===== src/rtl/ws2812b_pkg.sv =====
// rtl/ws2812b_pkg.sv - shared types and default timing for the WS2812B pixel encoder
//
// Purpose: holds the encoder state enum, the default WS2812B timing constants
//          (in clock cycles at 64 MHz) and the 24-bit GRB pixel type.
// Ports:   none (package).
// Config:  WS2812B_PIXEL_FIFO_EN selects the 4-entry pixel FIFO in the encoder.

package ws2812b_pkg;

  typedef enum logic [1:0] {
    ST_IDLE,
    ST_HIGH,
    ST_LOW,
    ST_LATCH
  } state_e;

  localparam int T0H_DEF   = 26;
  localparam int T1H_DEF   = 51;
  localparam int BIT_DEF   = 80;
  localparam int LATCH_DEF = 5120;

  localparam int PIXEL_BITS = 24;

  // G in [23:16], R in [15:8], B in [7:0]
  typedef logic [PIXEL_BITS-1:0] pixel_t;

endpackage


===== src/rtl/ws2812b_pixel_fifo.sv =====
// rtl/ws2812b_pixel_fifo.sv - 4-entry pixel FIFO used when WS2812B_PIXEL_FIFO_EN is defined
//
// Purpose: first-in first-out store for pixels waiting to be serialised.
//          The module only exists in builds with WS2812B_PIXEL_FIFO_EN defined.
// Ports:   clk, reset     - clock, asynchronous active-high reset
//          push/push_data - write one pixel (caller guarantees !full)
//          pop/pop_data   - remove head pixel; pop_data shows the head
//                           combinationally (caller guarantees !empty)
//          full, empty    - occupancy flags

`ifdef WS2812B_PIXEL_FIFO_EN
module ws2812b_pixel_fifo
  import ws2812b_pkg::*;
(
  input  logic   clk,
  input  logic   reset,
  input  logic   push,
  input  pixel_t push_data,
  input  logic   pop,
  output pixel_t pop_data,
  output logic   full,
  output logic   empty
);

  localparam int DEPTH = 4;
  localparam int PTR_W = $clog2(DEPTH);

  pixel_t             mem_q [DEPTH];
  pixel_t             mem_d [DEPTH];
  logic [PTR_W-1:0]   wr_ptr_q, wr_ptr_d;
  logic [PTR_W-1:0]   rd_ptr_q, rd_ptr_d;
  logic [PTR_W:0]     count_q, count_d;

  always_comb begin
    mem_d    = mem_q;
    wr_ptr_d = wr_ptr_q;
    rd_ptr_d = rd_ptr_q;
    count_d  = count_q;
    if (push) begin
      mem_d[wr_ptr_q] = push_data;
      wr_ptr_d        = wr_ptr_q + PTR_W'(1);
    end
    if (pop) begin
      rd_ptr_d = rd_ptr_q + PTR_W'(1);
    end
    // push and pop in the same cycle leave the occupancy unchanged
    count_d = count_q + {{PTR_W{1'b0}}, push} - {{PTR_W{1'b0}}, pop};
  end

  always_ff @(posedge clk or posedge reset) begin
    if (reset) begin
      for (int i = 0; i < DEPTH; i++) begin
        mem_q[i] <= '0;
      end
      wr_ptr_q <= '0;
      rd_ptr_q <= '0;
      count_q  <= '0;
    end else begin
      mem_q    <= mem_d;
      wr_ptr_q <= wr_ptr_d;
      rd_ptr_q <= rd_ptr_d;
      count_q  <= count_d;
    end
  end

  assign pop_data = mem_q[rd_ptr_q];
  assign full     = (count_q == (PTR_W+1)'(DEPTH));
  assign empty    = (count_q == '0);

endmodule
`endif


===== src/rtl/ws2812b_pixel_encoder.sv =====
// rtl/ws2812b_pixel_encoder.sv - serialises 24-bit GRB pixels onto a WS2812B data line
//
// Purpose: accepts pixels over a valid/ready handshake and emits each bit MSB
//          first as a high pulse (T1H or T0H cycles) followed by low time up to
//          BIT_CYCLES. When no further pixel is waiting after bit 23, the line
//          is held low for LATCH_CYCLES and frame_done pulses on the last cycle.
// Ports:   clk, reset             - clock, asynchronous active-high reset
//          pix_valid/pix_data     - pixel offer (GRB, G in [23:16])
//          pix_ready              - high while pixel storage has room
//          dout                   - registered serial line
//          busy                   - not IDLE, or a pixel is waiting in storage
//          frame_done             - one-cycle pulse on the final LATCH cycle
// Config:  WS2812B_PIXEL_FIFO_EN defined   -> 4-entry FIFO (ws2812b_pixel_fifo)
//          WS2812B_PIXEL_FIFO_EN undefined -> single holding register

module ws2812b_pixel_encoder
  import ws2812b_pkg::*;
#(
  parameter int CLK_HZ       = 64000000,
  parameter int T0H_CYCLES   = T0H_DEF,
  parameter int T1H_CYCLES   = T1H_DEF,
  parameter int BIT_CYCLES   = BIT_DEF,
  parameter int LATCH_CYCLES = LATCH_DEF
) (
  input  logic                  clk,
  input  logic                  reset,
  input  logic                  pix_valid,
  input  logic [PIXEL_BITS-1:0] pix_data,
  output logic                  pix_ready,
  output logic                  dout,
  output logic                  busy,
  output logic                  frame_done
);

  if (!(CLK_HZ > 0 && T0H_CYCLES > 0 && T0H_CYCLES < T1H_CYCLES &&
        T1H_CYCLES < BIT_CYCLES && LATCH_CYCLES > 0)) begin : g_bad_params
    $error("ws2812b_pixel_encoder: timing parameters out of range");
  end

  localparam int CNT_MAX = (BIT_CYCLES > LATCH_CYCLES) ? BIT_CYCLES : LATCH_CYCLES;
  localparam int CNT_W   = $clog2(CNT_MAX + 1);

  typedef logic [CNT_W-1:0] cnt_t;

  localparam cnt_t T0H_LAST   = cnt_t'(T0H_CYCLES - 1);
  localparam cnt_t T1H_LAST   = cnt_t'(T1H_CYCLES - 1);
  localparam cnt_t BIT_LAST   = cnt_t'(BIT_CYCLES - 1);
  localparam cnt_t LATCH_LAST = cnt_t'(LATCH_CYCLES - 1);

  logic   accept;
  logic   load;
  logic   stored;
  pixel_t stored_pix;

  assign accept = pix_valid & pix_ready;

  // ---------------------------------------------------------------- storage
`ifdef WS2812B_PIXEL_FIFO_EN
  logic fifo_full;
  logic fifo_empty;

  ws2812b_pixel_fifo u_fifo (
    .clk       (clk),
    .reset     (reset),
    .push      (accept),
    .push_data (pix_data),
    .pop       (load),
    .pop_data  (stored_pix),
    .full      (fifo_full),
    .empty     (fifo_empty)
  );

  assign pix_ready = ~fifo_full;
  assign stored    = ~fifo_empty;
`else
  pixel_t hold_q, hold_d;
  logic   hold_valid_q, hold_valid_d;

  always_comb begin
    hold_d       = hold_q;
    hold_valid_d = hold_valid_q;
    if (load) begin
      hold_valid_d = 1'b0;
    end
    if (accept) begin
      hold_d       = pix_data;
      hold_valid_d = 1'b1;
    end
  end

  always_ff @(posedge clk or posedge reset) begin
    if (reset) begin
      hold_q       <= '0;
      hold_valid_q <= 1'b0;
    end else begin
      hold_q       <= hold_d;
      hold_valid_q <= hold_valid_d;
    end
  end

  assign pix_ready  = ~hold_valid_q;
  assign stored     = hold_valid_q;
  assign stored_pix = hold_q;
`endif

  // -------------------------------------------------------------- serialiser
  state_e     state_q, state_d;
  cnt_t       cnt_q, cnt_d;
  pixel_t     shift_q, shift_d;
  logic [4:0] bit_idx_q, bit_idx_d;
  logic       dout_q, dout_d;
  logic       frame_done_q, frame_done_d;
  cnt_t       high_last;

  // One counter spans the whole bit: HIGH runs 0..high_last, LOW carries on
  // to BIT_LAST, so the bit period is fixed regardless of the bit value.
  always_comb begin
    state_d   = state_q;
    cnt_d     = cnt_q;
    shift_d   = shift_q;
    bit_idx_d = bit_idx_q;
    load      = 1'b0;
    high_last = shift_q[PIXEL_BITS-1] ? T1H_LAST : T0H_LAST;

    case (state_q)
      ST_IDLE: begin
        if (stored) begin
          load      = 1'b1;
          shift_d   = stored_pix;
          bit_idx_d = '0;
          cnt_d     = '0;
          state_d   = ST_HIGH;
        end
      end
      ST_HIGH: begin
        cnt_d = cnt_q + cnt_t'(1);
        if (cnt_q == high_last) begin
          state_d = ST_LOW;
        end
      end
      ST_LOW: begin
        if (cnt_q == BIT_LAST) begin
          cnt_d = '0;
          if (bit_idx_q != 5'(PIXEL_BITS - 1)) begin
            shift_d   = {shift_q[PIXEL_BITS-2:0], 1'b0};
            bit_idx_d = bit_idx_q + 5'd1;
            state_d   = ST_HIGH;
          end else if (stored) begin
            // next pixel follows with no gap cycle
            load      = 1'b1;
            shift_d   = stored_pix;
            bit_idx_d = '0;
            state_d   = ST_HIGH;
          end else begin
            state_d = ST_LATCH;
          end
        end else begin
          cnt_d = cnt_q + cnt_t'(1);
        end
      end
      ST_LATCH: begin
        if (cnt_q == LATCH_LAST) begin
          cnt_d   = '0;
          state_d = ST_IDLE;
        end else begin
          cnt_d = cnt_q + cnt_t'(1);
        end
      end
      default: begin
        cnt_d   = '0;
        state_d = ST_IDLE;
      end
    endcase

    // outputs are decoded from the next state so the flops line up with it
    dout_d       = (state_d == ST_HIGH);
    frame_done_d = (state_d == ST_LATCH) && (cnt_d == LATCH_LAST);
  end

  always_ff @(posedge clk or posedge reset) begin
    if (reset) begin
      state_q      <= ST_IDLE;
      cnt_q        <= '0;
      shift_q      <= '0;
      bit_idx_q    <= '0;
      dout_q       <= 1'b0;
      frame_done_q <= 1'b0;
    end else begin
      state_q      <= state_d;
      cnt_q        <= cnt_d;
      shift_q      <= shift_d;
      bit_idx_q    <= bit_idx_d;
      dout_q       <= dout_d;
      frame_done_q <= frame_done_d;
    end
  end

  assign dout       = dout_q;
  assign frame_done = frame_done_q;
  assign busy       = (state_q != ST_IDLE) || stored;

endmodule


===== config.mk =====
export PLATFORM = sky130hd
export DESIGN_NAME = ws2812b_pixel_encoder
export DESIGN_NICKNAME = d
export VERILOG_FILES = /design/src/rtl/ws2812b_pkg.sv /design/src/rtl/ws2812b_pixel_fifo.sv /design/src/rtl/ws2812b_pixel_encoder.sv
export SDC_FILE = /design/constraint.sdc
export NUM_CORES = 1
export LEC_CHECK = 0
export BUFFER_PORTS_ARGS = -buffer_cell sky130_fd_sc_hd__buf_2
export CAP_MARGIN = 20
export CORE_MARGIN = 1.5
export CORE_UTILIZATION = 54
export CTS_CLUSTER_DIAMETER = 50
export DETAILED_ROUTE_END_ITERATION = 10
export PLACE_DENSITY = 0.85
export SYNTH_ARGS = -nofsm -noshare
export SYNTH_HDL_FRONTEND = slang
export SYNTH_HIERARCHICAL = 1
export SYNTH_SLANG_ARGS = --single-unit

===== constraint.sdc =====
create_clock -name clk -period 2 [get_ports clk]
set_input_delay 0.2 -clock clk [delete_from_list [all_inputs] [get_ports clk]]
set_output_delay 0.2 -clock clk [all_outputs]
set_load 0.01 [all_outputs]

==> impl_metrics.yaml <==
synth:
  async_flop_share_pct: 100
  synthTopCellsByArea: "dfrtp_1, mux2_2, o21ai_0"
  syn_area_per_cell_um2: 9.85
  synthCells: 363
  synthFlopType: "dfrtp_1"
  synth_nets: 392
  synth_top_area_share_pct: 49.7
  synth_edf_count: 0
  synth_cell_types: 52
  synth_area_leader_cell: "dfrtp_1"
  ys_warn_count: 6
  synth_seq_area_share_pct: 49.7
  ys_ff_latch: 71
  syn-cell-area_um2: 3580
grt:
  grt_pass1_wl_um: 15000
  grt_max_degree: 72
  grt_pass1_vias: 3066
  grt_util_all_layers_pct: 26.8
  antenna_found_initial: 0
  overflow: 0
min_path:
  min_path_type: "in -> reg"
timing:
  max_freq_ghz: 0.509
  slew_violations: 0
  rsz0062_at_grt: "yes"
  max_slew_margin_pct: 65.9
  finalCriticalPeriod_ps: 1960
  setup_viol: 0
  fin_crit_sh_pct: 98.2
  hold_violations: 0
  clock_skew_ps: 7.24
  worst_pin_slew_ps: 504
drt:
  firstDrtPassIters: 7
  post-route-drc-count: 0
  vias: 3131
  wire_per_inst_um: 18.0
  met2_length_um: 4320
  met3_length_um: 470
  via_per_inst: 6.16
  top_layer_used: "met4"
  drtAntennaViolNets: 0
  met1_length_um: 4050
  first_iter_violations: 356
  drt-total-wl_um: 9150
floorplanning:
  io_pins: 31
  die_area_um2: 7120
  num_rows: 29
  start_util_pct: 56.0
  die_y_um: 84.4
  core_um2: 6390
  die_w_um: 84.4
setup_path:
  reg2reg_from: "cnt_q[5]$_DFF_PP0_"
  worstPathCellList: "buf_2 > or4_1 > a21oi_2 > a31o_2 > nand4_1 > nor4_2"
  cp.depth: 6
  required_ps: 2270
  r2r_cells: 6
  cp-end-kind: "flip-flop"
  slowest_stage: "or4_1"
  rrSetupSlack_ps: 40
  path_max_fanout: 5
  cp-endpoint: "frame_done$_DFF_PP0_"
  crit_arrival_ps: 2240
  critPathKind: "reg -> reg"
  startpoint: "cnt_q[5]$_DFF_PP0_"
  timing.critical_path.buf_inv: 1
  cp_top_family: "simple AND/OR/NAND/NOR gates"
  r2r_end: "frame_done$_DFF_PP0_"
  slowest_delay_ps: 540
  start_kind: "flip-flop"
clock_network:
  cts_root_buf: "clkbuf_8"
  cts_buffer_depth: 2
  insertion_delay_ps: 370
  cts_tree: "yes"
  cts.sinks: 71
  clk_pin_slew_ps: 90
  htreeDepth: 3
  cts-buffers-inserted: 9
final_layout:
  layout_commonest_cell: "dfrtp_1"
  fin_nets: 455
  num_antenna_cells: 0
  final_cells: 508
  drive_gt1_share_pct: 38.3
  synthToLayoutAreaGrowth_pct: 24.3
  final_cell_mix: "dfrtp_1, buf_4, o21ai_0"
run_status:
  status: "finished, final reports clean"
placement:
  gp_congestion: 0.857
  dp.cells: 482
  portBuffers: 30
  dp.final_hpwl_um: 5650
power:
  p_per_area_nw_per_um2: 1230
  peakVddDrop_mv: 0.924
  cellLeakagePower_nw: 1.94
  finalPower_w: 0.00548
flow_run:
  cap_violations: 0
synth_stat cells, types with 4 or more instances:
cell and instances:
a21oi_1 31, and3_1 5, buf_2 6, buf_4 4, clkbuf_1 13, dfrtp_1 71, inv_1 6, mux2_2 24
nand2_1 28, nand3_1 10, nand4_1 7, nor2_1 32, o21ai_0 40, or3_1 24
routing by layer:
metal | global-route usage [%] | vias to the layer above
met5 | 0 | -
li1 | - | 1434
met2 | 42.5 | 127
met4 | 12.5 | 0
met3 | 4.42 | 30
met1 | 36.5 | 1540
metrics by stage:
step | TNS (ps) | hold slack, ps | utilization, % | area, µm² | setup WS (ps)
3_5_place_dp | -163 | 332 | 63.0 | 4020 | -125
3_3_place_gp | -118 | 326 | 63.0 | 4020 | -93.9
5_1_grt | -452 | 55.4 | 69.6 | 4440 | -63.4
6_report | 0 | 58.8 | 69.6 | 4440 | 36.5
4_1_cts | -28.0 | 56.4 | 66.9 | 4270 | -28.0
2_1_floorplan | 0 | 352 | - | 3620 | 0.366
final cells by class:
cell class | instances | area (µm²)
sequential | 71 | 1790
tap | 77 | 96.3
clock buffer | 9 | 124
multi-input combinational | 262 | 1820
inverter | 6 | 26.3
fill | 459 | 1940
timing repair buffer | 76 | 515
clock inverter | 7 | 78.8
state kept, by name, summed over array words and instances, names as in the netlist:
name,cells
bit_idx_q,5
frame_done,1
shift_q,24
hold_q,24
hold_valid_q,1
dout,1
state_q,2
cnt_q,13
logic make-up (layout without fill, tap and decap cells):
logic type                 count (synthesis)  in the layout  synth area share [%]
AOI/OAI and AO/OA                         91             91                  15.1
DFF                                       71             71                  49.7
muxes                                     27             27                  8.40
buffers and inverters                     33             98                  4.51
and+or+nand+nor                          137            140                  21.1
adders and majority gates                  2              2                 0.700
xor gates and xnor gates                   2              2                 0.490
report_power, final:
group | switching, W | internal (W)
Clock | 0.000618 | 0.000588
Combinational | 0.000887 | 0.000979
Sequential | 0.000385 | 0.00202
Total | 0.00189 | 0.00359
what timing repair did:
action                                  in CTS  in global routing
hold buffers                                 1                  0
hold endpoints to repair                    71                  0
gates cloned                                 1                  2
buffers inserted                             2                  4
gates resized for setup                      7                 39
endpoints found under the setup margin      15                 30
pin swaps                                    4                 10
worst min-delay path by stage:
stage	startpoint	end	slack (ps)	cells after the start
floorplan	pix_data[10]	hold_q[10]$_DFFE_PP0P_	350	1
global placement	reset	hold_q[4]$_DFFE_PP0P_	330	3
detailed placement	reset	hold_q[3]$_DFFE_PP0P_	330	3
CTS	pix_data[13]	hold_q[13]$_DFFE_PP0P_	60	2
global route	pix_data[12]	hold_q[12]$_DFFE_PP0P_	60	2
finish	pix_data[19]	hold_q[19]$_DFFE_PP0P_	60	2
Power figures use the tool's default switching activity.
